--- config.mk ---
export PLATFORM = sky130hd
export DESIGN_NAME = pc_fetch_reg
export DESIGN_NICKNAME = d
export VERILOG_FILES = /design/src/rtl/pc_fetch_reg.sv
export SDC_FILE = /design/constraint.sdc
export NUM_CORES = 1
export LEC_CHECK = 0
export CORE_UTILIZATION = 37
export CTS_CLUSTER_SIZE = 10
export DETAILED_ROUTE_END_ITERATION = 8
export PLACE_DENSITY_LB_ADDON = 0.25
export SYNTH_ARGS = -nofsm -noshare
export SYNTH_HDL_FRONTEND = slang
export SYNTH_SLANG_ARGS = --single-unit
--- constraint.sdc ---
create_clock -name i_clk -period 3.6 [get_ports i_clk]
set_clock_uncertainty 0.05 [all_clocks]
set_input_delay 1.08 -clock i_clk [delete_from_list [all_inputs] [get_ports i_clk]]
set_output_delay 1.08 -clock i_clk [all_outputs]
set_load 0.01 [all_outputs]
--- src/rtl/pc_fetch_reg.sv ---
// Fetch-stage program counter and IF/ID pipeline latch.
// Selects branch/jump/sequential next PC and inserts bubbles on redirect or flush.
module pc_fetch_reg #(
    parameter logic [31:0] RESET_PC  = 32'h0000_0000,
    parameter logic [31:0] NOP_INSTR = 32'h0000_0000
) (
    input  logic        i_clk,
    input  logic        i_rst,
    input  logic [31:0] i_pc_seq,
    input  logic [31:0] i_imem_instr,
    input  logic        i_stall,
    input  logic        i_flush,
    input  logic        i_branch_taken,
    input  logic [31:0] i_branch_target,
    input  logic        i_jump,
    input  logic [31:0] i_jump_target,
    output logic [31:0] o_pc,
    output logic [31:0] o_if_id_pc4,
    output logic [31:0] o_if_id_instr,
    output logic        o_if_id_valid,
    output logic        o_misalign_err
);

    logic [31:0] r_pc;
    logic [31:0] r_if_id_pc4;
    logic [31:0] r_if_id_instr;
    logic        r_if_id_valid;
    logic        r_misalign_err;

    logic        w_redirect;
    logic        w_bubble;
    logic [31:0] w_target;
    logic [31:0] w_target_aligned;
    logic        w_target_misaligned;

    // Branch comes from EX, so it is older than a jump from ID and wins.
    assign w_redirect = i_branch_taken | i_jump;
    assign w_target   = i_branch_taken ? i_branch_target : i_jump_target;
    assign w_target_aligned    = {w_target[31:2], 2'b00};
    assign w_target_misaligned = w_redirect & (w_target[1:0] != 2'b00);
    assign w_bubble = w_redirect | i_flush;

    always_ff @(posedge i_clk or posedge i_rst) begin
        if (i_rst) begin
            r_pc <= RESET_PC;
        end else if (w_redirect) begin
            r_pc <= w_target_aligned;
        end else if (!i_stall) begin
            r_pc <= i_pc_seq;
        end
    end

    always_ff @(posedge i_clk or posedge i_rst) begin
        if (i_rst) begin
            r_if_id_pc4   <= 32'h0000_0000;
            r_if_id_instr <= NOP_INSTR;
            r_if_id_valid <= 1'b0;
        end else if (w_bubble) begin
            r_if_id_pc4   <= 32'h0000_0000;
            r_if_id_instr <= NOP_INSTR;
            r_if_id_valid <= 1'b0;
        end else if (!i_stall) begin
            r_if_id_pc4   <= i_pc_seq;
            r_if_id_instr <= i_imem_instr;
            r_if_id_valid <= 1'b1;
        end
    end

    always_ff @(posedge i_clk or posedge i_rst) begin
        if (i_rst) begin
            r_misalign_err <= 1'b0;
        end else if (w_target_misaligned) begin
            r_misalign_err <= 1'b1;
        end
    end

    assign o_pc           = r_pc;
    assign o_if_id_pc4    = r_if_id_pc4;
    assign o_if_id_instr  = r_if_id_instr;
    assign o_if_id_valid  = r_if_id_valid;
    assign o_misalign_err = r_misalign_err;

endmodule

### After elaboration in Yosys (flattened, before gate mapping)

Index checks and enable logic that the tools add are counted.

| storage, ports and cells | value |
|---|---|
| flip-flop bits (word level) | 98 |
| latch bits | 0 |
| bits in writable memories | 0 |
| ROM bits | 0 |
| bits of input ports | 134 |
| output and inout port bits | 98 |
| logic and storage cells | 19 |
| memories | 0 |

| cells by class | value |
|---|---|
| $add $sub $neg | 0 |
| multiply operators | 0 |
| div/mod/pow operators | 0 |
| magnitude comparators | 0 |
| eq/ne operators | 2 |
| shift-type cells | 0 |
| muxes and demuxes | 8 |
| bitwise logic cells | 3 |
| reduce and logical (&&, ||, !) cells | 1 |

Operators by type and width:

| operator | number |
|---|---|
| two-way mux 32 bit | 6 |
| inequality test 2 x 1 -> 1 bit, second input constant | 2 |
| two-way mux 1 bit | 2 |
| OR 1 bit | 2 |
| nonzero test 2 bit | 1 |
| AND 1 bit | 1 |

### Depth between registers and ports, before layout

Gate-level depths: netlist of run 1.

| logic depth | value |
|---|---|
| word-level depth | 3 |
| depth in mapped cells | 5 |
| mapped depth without buffers | 2 |

### Worst setup path before layout of run 1

Ideal clock, no wire load.

| timing path | value |
|---|---|
| path type | input to register |
| start point | input port i_branch_taken |
| end point | register r_if_id_instr[0] (netlist: o_if_id_instr[0]) |
| data arrival time | 1.962 ns |
| required time | 3.481 ns |
| slack | 1.519 ns |
| cell stages on the path | 5 |
| buffers on the path | 3 |
| cells stage by stage | buf_2 > or3_4 > buf_6 > buf_6 > nor2_2 |

| between the ends | value |
|---|---|
| word-level cells in the longest chain between the ends | 3 |
| elaborated cells between the ends (all ways) | 4 |

Ends and longest elaborated chain:

| element | line | RTL |
|---|---|---|
| from (decl) | 13 | `input logic i_branch_taken,` |
| OR 1 bit (*) | 37 | `assign w_redirect = i_branch_taken \| i_jump;` |
| OR 1 bit (*) | 41 | `assign w_bubble = w_redirect \| i_flush;` |
| inequality test 2 x 1 -> 1 bit (no source line) / two-way mux 32 bit (equally long branches) | -- |  |
| to (signal assigned) | 64 | `r_if_id_instr <= i_imem_instr;` |
| to (decl) | 26 | `logic [31:0] r_if_id_instr;` |

Every way passes the cells marked *; elsewhere a longest branch is shown, timed or not.
A chain may end at the register's enable or synchronous reset.

### Final worst setup path of run 1

| timing path | value |
|---|---|
| start point | input port i_jump |
| end point | register r_pc[0] (netlist: o_pc[0]) |

| between the ends | value |
|---|---|
| word-level cells in the longest chain between the ends | 2 |
| elaborated cells between the ends (all ways) | 3 |

Ends and longest elaborated chain:

| element | line | RTL |
|---|---|---|
| from (decl) | 15 | `input logic i_jump,` |
| OR 1 bit (*) | 37 |  |
| inequality test 2 x 1 -> 1 bit (no source line) / two-way mux 32 bit (equally long branches) | -- |  |
| to (signal assigned) | 47 | `r_pc <= w_target_aligned;` |
| to (signal assigned) | 49 | `r_pc <= i_pc_seq;` |
| to (decl) | 24 | `logic [31:0] r_pc;` |

Marked as above.

==> impl_metrics.json, run 1 <==
{
  "status": "complete, no violations",
  "synth-warning-count": 0,
  "ys_seq_area_frac": 0.532,
  "grt_setup_unrepaired": "no",
  "grt_max_degree": 85,
  "die_w_um": 114,
  "met1_usage": 0.242,
  "gr-usage-met3": 0.0590,
  "cts_hold_buf": 0,
  "ctsLongestPathBuffers": 2,
  "rows": 40,
  "dp.cells": 767,
  "grt_usage": 0.193,
  "setup_violations": 0,
  "ctsHtreeMaxLevel": 3,
  "fin_crit_ns": 2.52,
  "io_buffers": 231,
  "setup-tns-final_ns": 0,
  "crit_path_max_fanout": 17,
  "antenna_found_initial": 0,
  "drv_slew": 0,
  "die_area_sq_um": 12900,
  "worstPathRequired_ns": 3.80,
  "critPathCaptureType": "flop",
  "hold_class": "reg -> reg",
  "power-per-cell-area_nw_per_um2": 361,
  "clkLatencyLatePin_ns": 0.33,
  "cap_violations": 0,
  "crit_path_cell_trace": "clkdlybuf4s50_1 -> nor2_2 -> buf_4 -> a21boi_0",
  "cts.sinks": 98,
  "final_cell_count_no_fill": 782,
  "boundaryPins": 232,
  "die_y_um": 114,
  "cts_made_buffers": 9,
  "ant_nets": 0,
  "tightestPinTransition_ns": 0.938,
  "start_kind": "primary input",
  "gr-total-overflow": 0,
  "fin_crit_sh": 0.700,
  "setup_ws_ns": 1.08,
  "cts_setup_buffers": 0,
  "place_ws_ns": 0.728,
  "clk_pin_slew_ns": 0.07,
  "synth_nets": 526,
  "ys_ff_latch": 98,
  "n_antenna_cell": 0,
  "initial_core_util": 0.382,
  "drive_above_1_share": 0.0912,
  "synth_area_leaders": "dfrtp_1 (53%), mux2i_1 (20%), a211oi_1 (4.9%), nor3b_1 (4.9%), nor2_2 (4.1%)",
  "firstDrtPassIters": 4,
  "worstPathArrival_ns": 2.71,
  "stdcell_area_sq_um": 7320,
  "syn2layout_area_growth_pct": 59.0,
  "cts_tree": "yes",
  "grt_pass1_wl_mm": 19.5,
  "cts_resized": 0,
  "first_global_vias": 3872,
  "place_area_sq_um": 7020,
  "grt_use_met2": 0.315,
  "synth_area_sq_um": 4610,
  "wl_per_cell_um": 16.0,
  "dp_hpwl_mm": 8.99,
  "drtIter0Drc": 139,
  "hold_viol": 0,
  "yosys.cell_types.count": 20,
  "cp_slowest_cell": "nor2_2",
  "via_per_inst": 4.78,
  "worstSetupPathType": "in -> reg",
  "globalplace.congestion": 0.750,
  "postSynthCellCount": 392,
  "max_slew_margin": 0.374,
  "yosysTopAreaCell": "dfrtp_1",
  "synth.top_cell.area_share": 0.532,
  "postSynthAreaPerCell_sq_um": 11.8,
  "top_usage_layer": "met2",
  "cts-root-buf": "clkbuf_16",
  "max_stage_delay_ns": 0.61,
  "vias": 3740,
  "routed_wirelength_mm": 12.5,
  "drc": 0,
  "core_area_sq_um": 12100,
  "nets": 744,
  "vdd_ir_drop_max_v": 0.000177,
  "timing.fmax_mhz": 397,
  "p_leak_nw": 3.11
}
## power breakdown
group	internal [mW]	total, mW	leakage, nW	switching (mW)
sequential	1.15	1.17	1.27	0.0274
clock	0.591	0.979	0.152	0.388
combinational	0.292	0.489	1.69	0.197
total	2.03	2.64	3.11	0.612
## placed cells by master (no fill, tap or decap), types with 3 or more instances in the layout
cell type        instances
clkdlybuf4s50_1        229
mux2i_1                 92
nor2_2                  31
clkbuf_8                 3
nor2_1                  32
buf_4                    6
a211oi_1                30
dfrtp_1                 98
nor3b_1                 30
clkbuf_16                9
nand2_1                  4
a21oi_1                  3
nor2b_1                 30
## synth_stat cells, drive strengths merged
library cell,number
a211oi,30
nand2,4
inv,3
clkbuf,12
o21ai,2
a21oi,3
buf,19
mux2i,92
nor3b,30
or3,1
nand2b,2
nor2b,30
dfrtp,98
nor2,63
o211ai,1
a21boi,2
## per-stage QoR
| step | utilization | total power [mW] | hold slack (ns) |
|---|---|---|---|
| 2_1_floorplan | - | 1.40 | 0.471 |
| 3_3_place_gp | 0.582 | 1.68 | 0.435 |
| 5_1_grt | 0.607 | 2.76 | 0.471 |
| 3_5_place_dp | 0.582 | 1.69 | 0.440 |
| 6_report | 0.607 | 2.64 | 0.449 |
| 4_1_cts | 0.607 | 2.68 | 0.456 |
## routing by layer
layer | vias to the layer above | routed length [um]
met4 | 0 | 206
met1 | 1773 | 5290
met3 | 16 | 1160
met5 | - | 0
met2 | 159 | 5860
li1 | 1792 | -
## layout make-up
type,instances,area (sq um)
fillers,1008,4740
inverters,3,15.0
flip-flops and latches,98,2450
clock buffers,13,270
repair buffers,238,2380
multi-input cells,260,1960
well taps,168,210
clock inverters,2,35.0
## worst max-delay path: cells and delay by family
family,cells,cell delay [ns]
compound gates,1,0.20
buf+inv,2,0.82
simple gates,1,0.61
## flip-flops by register name (all words and copies together) (netlist names)
name            count
o_if_id_instr      32
o_if_id_pc4        32
o_if_id_valid       1
o_misalign_err      1
o_pc               32
## worst paths after layout
kind | from | to | slack (ns) | cells after the start
max in group asynchronous | i_rst | o_if_id_pc4[4]$_DFFE_PP0P_ | 1.72 | 3
min in group asynchronous | i_rst | o_if_id_instr[2]$_DFFE_PP0P_ | 1.03 | 2
worst min-delay path | o_misalign_err$_DFFE_PP0P_ | o_misalign_err$_DFFE_PP0P_ | 0.45 | 2
worst max-delay path | i_jump | o_pc[0]$_DFFE_PP0P_ | 1.08 | 4
worst max register to register | o_pc[21]$_DFFE_PP0P_ | o_pc[21]$_DFFE_PP0P_ | 2.72 | 2
worst min register to register | o_misalign_err$_DFFE_PP0P_ | o_misalign_err$_DFFE_PP0P_ | 0.45 | 2
## cell families (layout without fill, tap and decap cells)
group,after synthesis,after routing,synth area share
compound gates,38,38,0.0592
simple gates,130,130,0.166
buf+inv,34,256,0.0429
flops,98,98,0.532
mux,92,92,0.200
Note: power is estimated with default switching activity, not from simulation.
==> run 2, diff against run 1 <==
Settings changed: CORE_UTILIZATION 37 to 40.
Clock period 3.6 ns to 2.6 ns, I/O delays scaled along.
==> impl_metrics.json, run 2 (synthesis results as in run 1) <==
{
  "worstSetupPathType": "reg -> out",
  "ctsHtreeMaxLevel": 3,
  "critPathCaptureType": "output port",
  "ctsLongestPathBuffers": 2,
  "final_cell_mix": "clkdlybuf4s50_1 (229), dfrtp_1 (98), mux2i_1 (92), nor2_1 (32), nor2_2 (31)",
  "fin_crit_sh": 0.811,
  "dp_hpwl_mm": 9.07,
  "hold_class": "reg -> reg",
  "drc": 0,
  "max_stage_delay_ns": 0.56,
  "power-per-cell-area_nw_per_um2": 489,
  "globalplace.congestion": 0.789,
  "p_leak_nw": 3.12,
  "worstPathRequired_ns": 1.77,
  "setup-tns-final_ns": 0,
  "fin_crit_ns": 2.11,
  "hold_path_startpoint": "o_misalign_err$_DFFE_PP0P_",
  "tightestPinTransition_ns": 0.516,
  "max_slew_margin": 0.656,
  "drtIter0Drc": 111,
  "cp_num_cells": 1,
  "hold_viol": 0,
  "whs_ns": 0.442,
  "die_area_sq_um": 12000,
  "boundaryPins": 232,
  "hold_end": "o_misalign_err$_DFFE_PP0P_",
  "status": "complete, no violations",
  "wl_per_cell_um": 16.8,
  "vias": 3789,
  "io_buffers": 231,
  "die_w_um": 109,
  "crit_path_max_fanout": 2,
  "timing.fmax_mhz": 474,
  "start_kind": "flop",
  "cts_made_buffers": 9,
  "path_buf_inv": 1,
  "cts_resized": 0,
  "die_y_um": 109,
  "first_global_vias": 3797,
  "firstDrtPassIters": 4,
  "min_path_cells": 2,
  "clkLatencyLatePin_ns": 0.33,
  "grt_usage": 0.214,
  "grt_setup_unrepaired": "no",
  "grt_max_degree": 99,
  "r2r_end": "o_pc[6]$_DFFE_PP0P_",
  "cts_setup_buffers": 0,
  "cp_slowest_cell": "clkdlybuf4s50_1",
  "cts_hold_buf": 0,
  "cap_violations": 0,
  "ant_nets": 0,
  "r2r_start": "o_pc[6]$_DFFE_PP0P_",
  "rows": 38,
  "crit_path_cell_trace": "clkdlybuf4s50_1",
  "core_area_sq_um": 11000,
  "cts_tree": "yes",
  "layout_commonest_cell": "clkdlybuf4s50_1",
  "reg2regPathDepth": 2,
  "setup_violations": 0,
  "via_per_inst": 5.01,
  "vdd_ir_drop_max_v": 0.000306,
  "drive_above_1_share": 0.0972,
  "rrSetupSlack_ns": 1.73,
  "syn2layout_area_growth_pct": 59.1,
  "worstPathArrival_ns": 1.28,
  "routed_wirelength_mm": 12.8,
  "critPathTopFamily": "buffers and inverters",
  "initial_core_util": 0.418,
  "antenna_found_initial": 0,
  "nets": 746,
  "gr-total-overflow": 0,
  "n_antenna_cell": 0,
  "clk_pin_slew_ns": 0.07,
  "grt_pass1_wl_mm": 19.3,
  "drv_slew": 0,
  "cts-root-buf": "clkbuf_16",
  "cts.sinks": 98
}
run 2: cell types whose count changed in the layout (fill, tap and decap cells not counted), sizes merged:
cell / delta
clkbuf: -1
buf: +2
bufinv: -1
clkinvlp: +2
clkinv: +1
run 2: per-layer routing:
layer / global-route usage / vias up / part of all wire
met4: 0.0695 / 0 / 0.011
met1: 0.259 / 1810 / 0.41
li1: - / 1803 / -
met3: 0.0670 / 12 / 0.093
met2: 0.363 / 164 / 0.49
met5: 0 / - / 0
run 2: area by class of cell:
type	instances	area, sq um
clock buffers	12	267
flip-flops and latches	98	2450
clock inverters	4	25.0
fillers	916	3700
multi-input cells	260	1960
well taps	140	175
repair buffers	240	2430
inverters	3	15.0
run 2: through the flow:
step | instance area (sq um) | setup slack, ns | std cells | power, mW | util
after global placement | 7040 | 0.416 | 741 | 2.33 | 0.638
after detailed placement | 7040 | 0.357 | 741 | 2.35 | 0.638
after global routing | 7330 | 0.433 | 757 | 3.75 | 0.664
final | 7330 | 0.492 | 757 | 3.59 | 0.664
after CTS | 7330 | 0.474 | 757 | 3.63 | 0.664
after floorplan | 4610 | 0.608 | 392 | 1.94 | -
run 2: where the power goes:
| part | total [mW] | switching, mW | internal [mW] |
|---|---|---|---|
| sequential | 1.63 | 0.0387 | 1.59 |
| combinational | 0.690 | 0.278 | 0.411 |
| clock | 1.27 | 0.545 | 0.724 |
run 2: worst max-delay path by stage:
stage / start / slack, ns / to
2_1_floorplan: i_rst / 0.61 / o_if_id_instr[0]$_DFFE_PP0P_
3_3_place_gp: i_jump / 0.42 / o_if_id_valid$_DFFE_PP0P_
3_5_place_dp: i_jump / 0.36 / o_if_id_pc4[0]$_DFFE_PP0P_
4_1_cts: o_pc[27]$_DFFE_PP0P_ / 0.47 / o_pc[27]
5_1_grt: o_pc[27]$_DFFE_PP0P_ / 0.43 / o_pc[27]
6_report: o_pc[27]$_DFFE_PP0P_ / 0.49 / o_pc[27]
==> run 3, diff against run 2 <==
Clock period 2.6 ns to 2 ns, I/O delays scaled along.
==> impl_metrics.json, run 3 (synthesis results as in run 1) <==
{
  "status": "complete, no violations",
  "crit_path_max_fanout": 2,
  "gr-total-overflow": 0,
  "firstDrtPassIters": 4,
  "die_area_sq_um": 12000,
  "switchingPower_mw": 1.10,
  "critPathTopFamily": "buffers and inverters",
  "nets": 754,
  "io_buffers": 231,
  "initial_core_util": 0.418,
  "max_stage_delay_ns": 0.60,
  "cts.sinks": 98,
  "final_cell_count_no_fill": 764,
  "rows": 38,
  "cap_violations": 0,
  "fin_crit_ns": 1.94,
  "wl_per_cell_um": 16.4,
  "drive_above_1_share": 0.106,
  "critPathCaptureType": "output port",
  "p_leak_nw": 3.19,
  "start_kind": "flop",
  "core_area_sq_um": 11000,
  "hold_class": "reg -> reg",
  "timing.fmax_mhz": 515,
  "cts_setup_buffers": 0,
  "multi_input_area_sq_um": 1960,
  "cts_hold_buf": 0,
  "fin_crit_sh": 0.971,
  "worstPathRequired_ns": 1.35,
  "power-per-cell-area_nw_per_um2": 642,
  "antenna_found_initial": 0,
  "worstSetupPathType": "reg -> out",
  "final_cell_mix": "clkdlybuf4s50_1 (229), dfrtp_1 (98), mux2i_1 (92), nor2_1 (32), nor2_2 (31)",
  "final_core_util": 0.674,
  "vdd_ir_drop_max_v": 0.000421,
  "drc": 0,
  "drtIter0Drc": 117,
  "clkLatencyLatePin_ns": 0.33,
  "hold_viol": 0,
  "layout_commonest_cell": "clkdlybuf4s50_1",
  "globalplace.congestion": 0.804,
  "first_global_vias": 3901,
  "cp_slowest_cell": "clkdlybuf4s50_1",
  "via_per_inst": 5.04,
  "grt_pass1_wl_mm": 19.1,
  "ant_nets": 0,
  "max_slew_margin": 0.757,
  "setup-tns-final_ns": 0,
  "fillers": 845,
  "routed_wirelength_mm": 12.6,
  "vias": 3848,
  "cts_made_buffers": 9,
  "cts-root-buf": "clkbuf_16",
  "power_frac_clock": 0.366,
  "drv_slew": 0,
  "path_buf_inv": 1,
  "die_w_um": 109,
  "clk_pin_slew_ns": 0.06,
  "boundaryPins": 232,
  "syn2layout_area_growth_pct": 61.5,
  "power_frac_comb": 0.192,
  "seqPwrFrac": 0.443,
  "power.internal_mw": 3.68,
  "crit_path_cell_trace": "clkdlybuf4s50_1",
  "cts_tree": "yes",
  "n_antenna_cell": 0,
  "ctsLongestPathBuffers": 2,
  "die_y_um": 109,
  "dp.cells": 749,
  "seq_area_sq_um": 2450,
  "swShare": 0.229,
  "grt_usage": 0.210,
  "dp_hpwl_mm": 9.51,
  "p_total_mw": 4.78,
  "setup_violations": 0,
  "cts_resized": 0,
  "grt_setup_unrepaired": "no",
  "tightestPinTransition_ns": 0.364,
  "ctsHtreeMaxLevel": 3,
  "worstPathArrival_ns": 1.29,
  "grt_max_degree": 41
}
run 3: changes by cell type in the layout (fill, tap and decap cells not counted), sizes merged:
| cell | before | now |
|---|---|---|
| buf | 11 | 19 |
| bufinv | 0 | 1 |
| clkbuf | 12 | 13 |
| clkinv | 2 | 1 |
| clkinvlp | 3 | 1 |
run 3: power groups by stage:
stage               Clock [mW]  Sequential (mW)  Combinational [mW]
finish                    1.75             2.11               0.916
global route              1.87             2.12               0.984
CTS                       1.79             2.11               0.927
detailed placement           0             2.15               0.923
global placement             0             2.15               0.910
floorplan                    0             2.18               0.339
run 3: area by class of cell:
cell class,instances,share of cell area
multi-input cells,260,0.263
clock buffers,13,0.0363
flip-flops and latches,98,0.330
well taps,140,0.0235
inverters,3,0.00202
clock inverters,2,0.00471
repair buffers,248,0.340
run 3: worst paths after layout:
path | from | end | cells after the start | slack (ns)
setup reg to reg | o_pc[6]$_DFFE_PP0P_ | o_pc[6]$_DFFE_PP0P_ | 2 | 1.13
hold reg to reg | o_misalign_err$_DFFE_PP0P_ | o_misalign_err$_DFFE_PP0P_ | 2 | 0.46
max in group asynchronous | i_rst | o_if_id_pc4[1]$_DFFE_PP0P_ | 3 | 0.83
setup / recovery | o_pc[10]$_DFFE_PP0P_ | o_pc[10] | 1 | 0.06
hold / removal | o_misalign_err$_DFFE_PP0P_ | o_misalign_err$_DFFE_PP0P_ | 2 | 0.46
min in group asynchronous | i_rst | o_if_id_instr[13]$_DFFE_PP0P_ | 2 | 0.56
run 3: layer usage:
metal	global-route usage	routed length [um]	vias up
met5	0	0	-
met4	0.0810	254	0
met1	0.251	5110	1850
met3	0.0634	1180	18
li1	-	-	1811
met2	0.356	6020	169
run 3: metrics by stage:
step / hold WS (ns) / worst slack (ns) / cell area, sq um
detailed placement: 0.445 / 0.0233 / 7130
finish: 0.458 / 0.0584 / 7440
floorplan: 0.471 / 0.188 / 4610
CTS: 0.460 / 0.0505 / 7440
global route: 0.491 / 0.0277 / 7440
global placement: 0.426 / 0.0669 / 7130
run 3: worst reg2reg max path: stages, from the launching register on:
cell and delay [ns]:
dfrtp_1 0.36, mux2i_1 0.08, a211oi_1 0.28
